<file path="config.mk">
export PLATFORM = sky130hd
export DESIGN_NAME = trap_seq
export DESIGN_NICKNAME = d
export VERILOG_FILES = /design/src/rtl/trap_pkg.sv /design/src/rtl/trap_target.sv /design/src/rtl/trap_seq.sv
export SDC_FILE = /design/constraint.sdc
export NUM_CORES = 1
export LEC_CHECK = 0
export CELL_PAD_IN_SITES_DETAIL_PLACEMENT = 1
export CELL_PAD_IN_SITES_GLOBAL_PLACEMENT = 2
export CORE_MARGIN = 3
export CORE_UTILIZATION = 26
export DETAILED_ROUTE_END_ITERATION = 10
export GPL_TIMING_DRIVEN = 0
export PLACE_DENSITY_LB_ADDON = 0.1
export SLEW_MARGIN = 20
export SYNTH_ARGS = -nofsm -noshare
export SYNTH_HDL_FRONTEND = slang
export SYNTH_HIERARCHICAL = 1
export SYNTH_SLANG_ARGS = --single-unit
export TNS_END_PERCENT = 20
</file>
<file path="constraint.sdc">
create_clock -name i_clk -period 3.89 [get_ports i_clk]
set_clock_uncertainty 0.05 [all_clocks]
set_input_delay 0.778 -clock i_clk [delete_from_list [all_inputs] [get_ports i_clk]]
set_output_delay 0.778 -clock i_clk [all_outputs]
set_load 0.02 [all_outputs]
</file>
<file path="src/rtl/trap_pkg.sv">
// Shared types and constants for the machine-mode trap/return sequencer.
// Cause codes follow the RV32 privileged encoding; the MSB marks an interrupt.
package trap_pkg;

  typedef enum logic [2:0] {
    ST_IDLE   = 3'd0,
    ST_SAVE   = 3'd1,
    ST_VECTOR = 3'd2,
    ST_RET    = 3'd3,
    ST_DRAIN  = 3'd4
  } state_e;

  localparam logic [31:0] CAUSE_BREAKPOINT = 32'd3;
  localparam logic [31:0] CAUSE_ECALL_M    = 32'd11;
  localparam logic [31:0] CAUSE_MEI        = 32'h8000_000B;

  localparam logic [1:0] MTVEC_DIRECT   = 2'b00;
  localparam logic [1:0] MTVEC_VECTORED = 2'b01;

endpackage

</file>
<file path="src/rtl/trap_target.sv">
// Trap vector computation: direct mode (and all exceptions) jump to the mtvec base,
// vectored-mode interrupts jump to base + 4*cause. Reserved modes act as direct.
module trap_target
  import trap_pkg::*;
#(
  parameter int XLEN = 32
) (
  input  logic [XLEN-1:0] i_mtvec,
  input  logic [XLEN-1:0] i_cause,
  output logic [XLEN-1:0] o_target
);

  logic [XLEN-1:0] base;
  logic [XLEN-1:0] offset;
  logic            is_irq;

  always_comb begin
    base   = i_mtvec & ~XLEN'(3);
    // The interrupt flag and bit XLEN-2 shift out, leaving cause[XLEN-2:0]<<2 truncated.
    offset = i_cause << 2;
    is_irq = i_cause[XLEN-1];
    if ((i_mtvec[1:0] == MTVEC_VECTORED) && is_irq) begin
      o_target = base + offset;
    end else begin
      o_target = base;
    end
  end

endmodule

</file>
<file path="src/rtl/trap_seq.sv">
// Machine-mode trap and xRET sequencer: saves mepc/mcause, updates mstatus,
// redirects fetch and holds the pipeline for a fixed drain window.
module trap_seq
  import trap_pkg::*;
#(
  parameter int XLEN         = 32,
  parameter int DRAIN_CYCLES = 2
) (
  input  logic            i_clk,
  input  logic            i_rst_n,
  input  logic            i_valid,
  input  logic [XLEN-1:0] i_pc,
  input  logic            i_excp_en,
  input  logic [XLEN-1:0] i_excp,
  input  logic            i_return,
  input  logic            i_irq,
  input  logic            i_mie,
  input  logic [XLEN-1:0] i_mtvec,
  input  logic [XLEN-1:0] i_mepc,
  output logic            o_kill,
  output logic            o_stall,
  output logic            o_flush,
  output logic            o_mepc_we,
  output logic [XLEN-1:0] o_mepc,
  output logic            o_mcause_we,
  output logic [XLEN-1:0] o_mcause,
  output logic            o_mstatus_trap,
  output logic            o_mstatus_ret,
  output logic            o_redirect_en,
  output logic [XLEN-1:0] o_redirect_pc,
  output logic            o_busy
);

  localparam int CW = (DRAIN_CYCLES > 1) ? $clog2(DRAIN_CYCLES) : 1;
  localparam logic [CW-1:0] DRAIN_LOAD = CW'(DRAIN_CYCLES - 1);

  state_e          state_q, state_d;
  logic [CW-1:0]   cnt_q, cnt_d;
  logic [XLEN-1:0] epc_q, epc_d;
  logic [XLEN-1:0] cause_q, cause_d;

  logic            flush_q, flush_d;
  logic            mepc_we_q, mepc_we_d;
  logic            mcause_we_q, mcause_we_d;
  logic            mstatus_trap_q, mstatus_trap_d;
  logic            mstatus_ret_q, mstatus_ret_d;
  logic            redirect_en_q, redirect_en_d;
  logic [XLEN-1:0] redirect_pc_q, redirect_pc_d;
  logic            busy_q, busy_d;

  logic            take_irq, take_exc, take_ret, take;
  logic [XLEN-1:0] vec_target;

  trap_target #(.XLEN(XLEN)) u_target (
    .i_mtvec  (i_mtvec),
    .i_cause  (cause_q),
    .o_target (vec_target)
  );

  always_comb begin
    take_irq = i_valid & i_irq & i_mie;
    take_exc = i_valid & i_excp_en;
    take_ret = i_valid & i_return;
    // Requests are only honoured from IDLE; reset masks the decision so kill stays low.
    take     = i_rst_n & (state_q == ST_IDLE) & (take_irq | take_exc | take_ret);

    state_d = state_q;
    cnt_d   = cnt_q;
    epc_d   = epc_q;
    cause_d = cause_q;

    case (state_q)
      ST_IDLE: begin
        if (take_irq) begin
          epc_d   = i_pc;
          cause_d = {1'b1, (XLEN-1)'(CAUSE_MEI[30:0])};
          state_d = ST_SAVE;
        end else if (take_exc) begin
          epc_d   = i_pc;
          cause_d = i_excp;
          state_d = ST_SAVE;
        end else if (take_ret) begin
          state_d = ST_RET;
        end
      end
      ST_SAVE:   state_d = ST_VECTOR;
      ST_VECTOR: begin
        state_d = ST_DRAIN;
        cnt_d   = DRAIN_LOAD;
      end
      ST_RET: begin
        state_d = ST_DRAIN;
        cnt_d   = DRAIN_LOAD;
      end
      ST_DRAIN: begin
        if (cnt_q == '0) state_d = ST_IDLE;
        else             cnt_d   = cnt_q - 1'b1;
      end
      default: state_d = ST_IDLE;
    endcase

    // Outputs are registered, so they are decoded from the state being entered.
    mepc_we_d      = (state_d == ST_SAVE);
    mcause_we_d    = (state_d == ST_SAVE);
    mstatus_trap_d = (state_d == ST_SAVE);
    mstatus_ret_d  = (state_d == ST_RET);
    flush_d        = (state_d == ST_SAVE) | (state_d == ST_VECTOR) | (state_d == ST_RET);
    redirect_en_d  = (state_d == ST_VECTOR) | (state_d == ST_RET);
    busy_d         = (state_d != ST_IDLE);
    if (state_d == ST_VECTOR)   redirect_pc_d = vec_target;
    else if (state_d == ST_RET) redirect_pc_d = i_mepc & ~XLEN'(3);
    else                        redirect_pc_d = '0;
  end

  always_ff @(posedge i_clk or negedge i_rst_n) begin
    if (!i_rst_n) begin
      state_q        <= ST_IDLE;
      cnt_q          <= '0;
      epc_q          <= '0;
      cause_q        <= '0;
      flush_q        <= 1'b0;
      mepc_we_q      <= 1'b0;
      mcause_we_q    <= 1'b0;
      mstatus_trap_q <= 1'b0;
      mstatus_ret_q  <= 1'b0;
      redirect_en_q  <= 1'b0;
      redirect_pc_q  <= '0;
      busy_q         <= 1'b0;
    end else begin
      state_q        <= state_d;
      cnt_q          <= cnt_d;
      epc_q          <= epc_d;
      cause_q        <= cause_d;
      flush_q        <= flush_d;
      mepc_we_q      <= mepc_we_d;
      mcause_we_q    <= mcause_we_d;
      mstatus_trap_q <= mstatus_trap_d;
      mstatus_ret_q  <= mstatus_ret_d;
      redirect_en_q  <= redirect_en_d;
      redirect_pc_q  <= redirect_pc_d;
      busy_q         <= busy_d;
    end
  end

  assign o_kill         = take;
  assign o_stall        = busy_q | take;
  assign o_flush        = flush_q;
  assign o_mepc_we      = mepc_we_q;
  assign o_mepc         = epc_q;
  assign o_mcause_we    = mcause_we_q;
  assign o_mcause       = cause_q;
  assign o_mstatus_trap = mstatus_trap_q;
  assign o_mstatus_ret  = mstatus_ret_q;
  assign o_redirect_en  = redirect_en_q;
  assign o_redirect_pc  = redirect_pc_q;
  assign o_busy         = busy_q;

endmodule

</file>
==> flow_metrics.env <==
export IMPL_status="complete, no violations"
export IMPL_vias=5625
export IMPL_drt_iter0_markers=214
export IMPL_finish_instance_area_um2=9000
export IMPL_dpl_instance_area_um2=8700
export IMPL_synth_area_top_cells="dfrtp_1 (44%), ha_1 (6.1%), mux2_1 (5.3%), o21ai_0 (5.0%), a22o_1 (4.4%)"
export IMPL_start_kind="primary input"
export IMPL_period_share=0.978
export IMPL_timing_final_crit_period_ps=3810
export IMPL_start_util=0.268
export IMPL_rsz0062_at_grt="no"
export IMPL_nNetsFinal=1020
export IMPL_p_leak_nw=3.88
export IMPL_async_flop_share=1.00
export IMPL_peakVddDrop_mv=0.335
export IMPL_hold_viol=0
export IMPL_synth_adder_area_share=0.0644
export IMPL_p_per_area_nw_per_um2=757
export IMPL_synth_edf_count=0
export IMPL_cp_slowest_cell="a221o_2"
export IMPL_area_delta_synth_final_pct=51.5
export IMPL_fin_util=0.406
export IMPL_final_max_slew_violation_count=0
export IMPL_hpwl_um=17900
export IMPL_ys_flop_type="dfrtp_1"
export IMPL_ioPinCount=240
export IMPL_worstPathArrival_ps=4010
export IMPL_vias_per_cell=4.93
export IMPL_grt_pass1_vias=6307
export IMPL_ant_nets=0
export IMPL_synthMuxAreaShare=0.0663
export IMPL_crit_path_cell_trace="clkdlybuf4s50_1 -> ha_1 -> fa_1 -> a21o_1 -> a221oi_2 -> o21ai_2 -> a221o_2 -> a41oi_1 -> xor2_1 -> o21ai_1 -> a22o_1"
export IMPL_required_ps=4100
export IMPL_drc=0
export IMPL_clock_latency_ps=360
export IMPL_drive_above_1_share=0.0593
export IMPL_syn_inst=604
export IMPL_power_switching_mw=3.00
export IMPL_grt_pass1_wl_um=35300
export IMPL_routed_wl_um=22800
export IMPL_tightest_slew_ps=926
export IMPL_synth_compound_area_frac=0.206
export IMPL_p_seq_frac=0.270
export IMPL_worstPathMaxFanout=4
export IMPL_pwr_share_comb=0.589
export IMPL_slowest_delay_ps=460
export IMPL_tns_ps=0
export IMPL_root_buffer="clkbuf_16"
export IMPL_slew_headroom=0.381
export IMPL_yosysWarnings=6
export IMPL_numCtsBuffers=9
export IMPL_ys_ff_latch=105
export IMPL_die_h_um=157
export IMPL_setup_viol=0
export IMPL_gp_congestion=0.792
export IMPL_netSwitchingFraction=0.440
export IMPL_synth_top_cell_area_share=0.442
export IMPL_synth_top_family_by_area="compound AO/OA/AOI/OAI gates"
export IMPL_diodes=0
export IMPL_first_pass_iters=4
export IMPL_p_int_mw=3.82
export IMPL_antenna_found_initial=1
export IMPL_synth_xor_area_share=0.0413
export IMPL_fmax_mhz=263
export IMPL_grt_start_max_net_pins=67
export IMPL_clkSlewWorstSetupHoldPaths_ps=90
export IMPL_synth_area_leader_cell="dfrtp_1"
export IMPL_io_buffers=237
export IMPL_syn_area_um2=5940
export IMPL_dieWidth_um=157
export IMPL_wire_per_inst_um=20.0
export IMPL_hold_path_class="primary input to asynchronous set/reset pin"
export IMPL_coreArea_um2=22200
export IMPL_synth_area_per_cell_um2=9.84
export IMPL_die_area_um2=24700
export IMPL_worstSetupPathType="primary input to register"
export IMPL_fill_cells=2519
export IMPL_clockPowerShare=0.140
export IMPL_yosys_area_share_simple=0.122
export IMPL_grt_overflow_total=0
export IMPL_dp_cells=1123
export IMPL_yosysSeqAreaShare=0.442
export IMPL_cp_end_kind="register"
export IMPL_path_buf_inv=1
export IMPL_postCtsResizedCells=0
export IMPL_h_tree_depth=3
export IMPL_synth_cell_types=60
export IMPL_rows=54
export IMPL_ctsLongestPathBuffers=2
export IMPL_stdcell_count=1140
export IMPL_clock_sinks=105
export IMPL_cts_tree="yes"
export IMPL_grtUsageTotal=0.183
export IMPL_drv_cap=0
export IMPL_critPathTopFamily="compound AO/OA/AOI/OAI gates"
## cell type report
type	count	area [um^2]	area share
well taps	280	350	0.0389
multi-input cells	422	2980	0.331
plain buffers	40	198	0.0220
inverters	38	143	0.0158
repair buffers	239	2410	0.268
clock inverters	7	70.1	0.00778
clock buffers	9	225	0.0250
flip-flops and latches	105	2630	0.292
## power by group through the flow
stage | sequential (mW) | clock (mW) | combinational [mW]
floorplan | 2.36 | 0 | 1.77
global placement | 1.85 | 0 | 3.96
detailed placement | 1.87 | 0 | 4.03
CTS | 1.85 | 0.995 | 4.06
global route | 1.90 | 1.04 | 4.38
finish | 1.84 | 0.957 | 4.01
## worst reg2reg max path, stage by stage, from the launching register on
cell      delay (ps)
dfrtp_1          410
ha_1             230
fa_1             440
a21o_1           230
a221oi_2         420
o21ai_2          180
a221o_2          460
a41oi_1          320
xor2_1           190
o21ai_1           90
a22o_1           220
## state kept, by name, summed over array words and instances (netlist names)
name / cells
o_mstatus_trap: 1
o_flush: 1
o_redirect_en: 1
state_q: 3
o_redirect_pc: 32
cnt_q: 1
o_mepc: 32
o_mcause: 32
o_busy: 1
o_mstatus_ret: 1
## cell usage in the layout, fill, tap and decap left out, types with 3 or more instances in the layout
master	synthesis	final
a211oi_1	3	3
a21o_1	11	11
a21oi_1	39	39
a22o_1	30	30
a31oi_1	5	5
a41o_1	3	3
a41oi_1	3	3
and2_1	5	5
and3_1	4	4
buf_2	5	5
buf_4	5	6
buf_6	3	4
clkbuf_1	26	26
clkbuf_16	0	9
clkdlybuf4s50_1	0	236
dfrtp_1	105	105
ha_1	29	29
inv_1	38	38
mux2_1	28	28
mux2_2	7	7
nand2_1	47	47
nand3_1	7	7
nand4_1	32	32
nor2_1	18	18
nor2b_1	3	3
nor3_1	3	3
nor4_1	3	3
o211ai_1	4	4
o21ai_0	59	59
o21ai_1	10	10
o31ai_1	4	4
or3_1	4	4
xnor2_1	9	9
xor2_1	19	19
## synthesized netlist by cell type (2+ instances only)
library cell  instances
dfrtp_1             105
o21ai_0              59
nand2_1              47
a21oi_1              39
inv_1                38
nand4_1              32
a22o_1               30
ha_1                 29
mux2_1               28
clkbuf_1             26
xor2_1               19
nor2_1               18
a21o_1               11
o21ai_1              10
xnor2_1               9
mux2_2                7
nand3_1               7
a31oi_1               5
and2_1                5
buf_2                 5
buf_4                 5
and3_1                4
o211ai_1              4
o31ai_1               4
or3_1                 4
a211oi_1              3
a41o_1                3
a41oi_1               3
buf_6                 3
nor2b_1               3
nor3_1                3
nor4_1                3
a31o_2                2
nand2b_1              2
nor3b_1               2
o21a_1                2
o221ai_1              2
## stage by stage
stage               total power [mW]  setup WS [ps]  hold slack [ps]
floorplan                       4.13            580              432
global placement                5.81          -2970              417
detailed placement              5.90           -271              425
CTS                             6.91            111              277
global route                    7.32          0.714              293
finish                          6.81           84.3              266
## kinds of logic (layout without fill, tap and decap cells)
logic type,count (synthesis),after routing
simple gates,138,138
mux,35,35
xor+xnor,28,28
other cells,1,2
fa+ha+maj,30,30
compound gates,189,189
buf+inv,78,333
flops,105,105
## path summary, 6_finish.rpt
check | start | endpoint | slack [ps] | cells past startpoint
min reg2reg | o_mepc[2]$_DFFE_PN0P_ | o_mepc[2]$_DFFE_PN0P_ | 440 | 1
max in group asynchronous | i_rst_n | o_redirect_pc[31]$_DFF_PN0_ | 2820 | 2
min | i_rst_n | o_redirect_pc[19]$_DFF_PN0_ | 270 | 1
min in group i_clk | o_mepc[2]$_DFFE_PN0P_ | o_mepc[2]$_DFFE_PN0P_ | 440 | 1
max | i_mtvec[2] | o_redirect_pc[24]$_DFF_PN0_ | 80 | 11
max reg2reg | o_mcause[0]$_DFFE_PN0P_ | o_redirect_pc[24]$_DFF_PN0_ | 550 | 10
## per-layer routing
metal / wire, um / GRT usage
met4: 195 / 0.0430
met2: 11600 / 0.324
met5: 13 / 0
met1: 9760 / 0.229
met3: 1260 / 0.0393
## repair_timing
action                                 4_1_cts  5_1_grt
setup endpoints to repair                    2        0
hold buffers                                 0        0
setup buffers                                1        0
endpoints found under the hold margin        0        0
No activity file was read; power rests on OpenSTA's default activity.
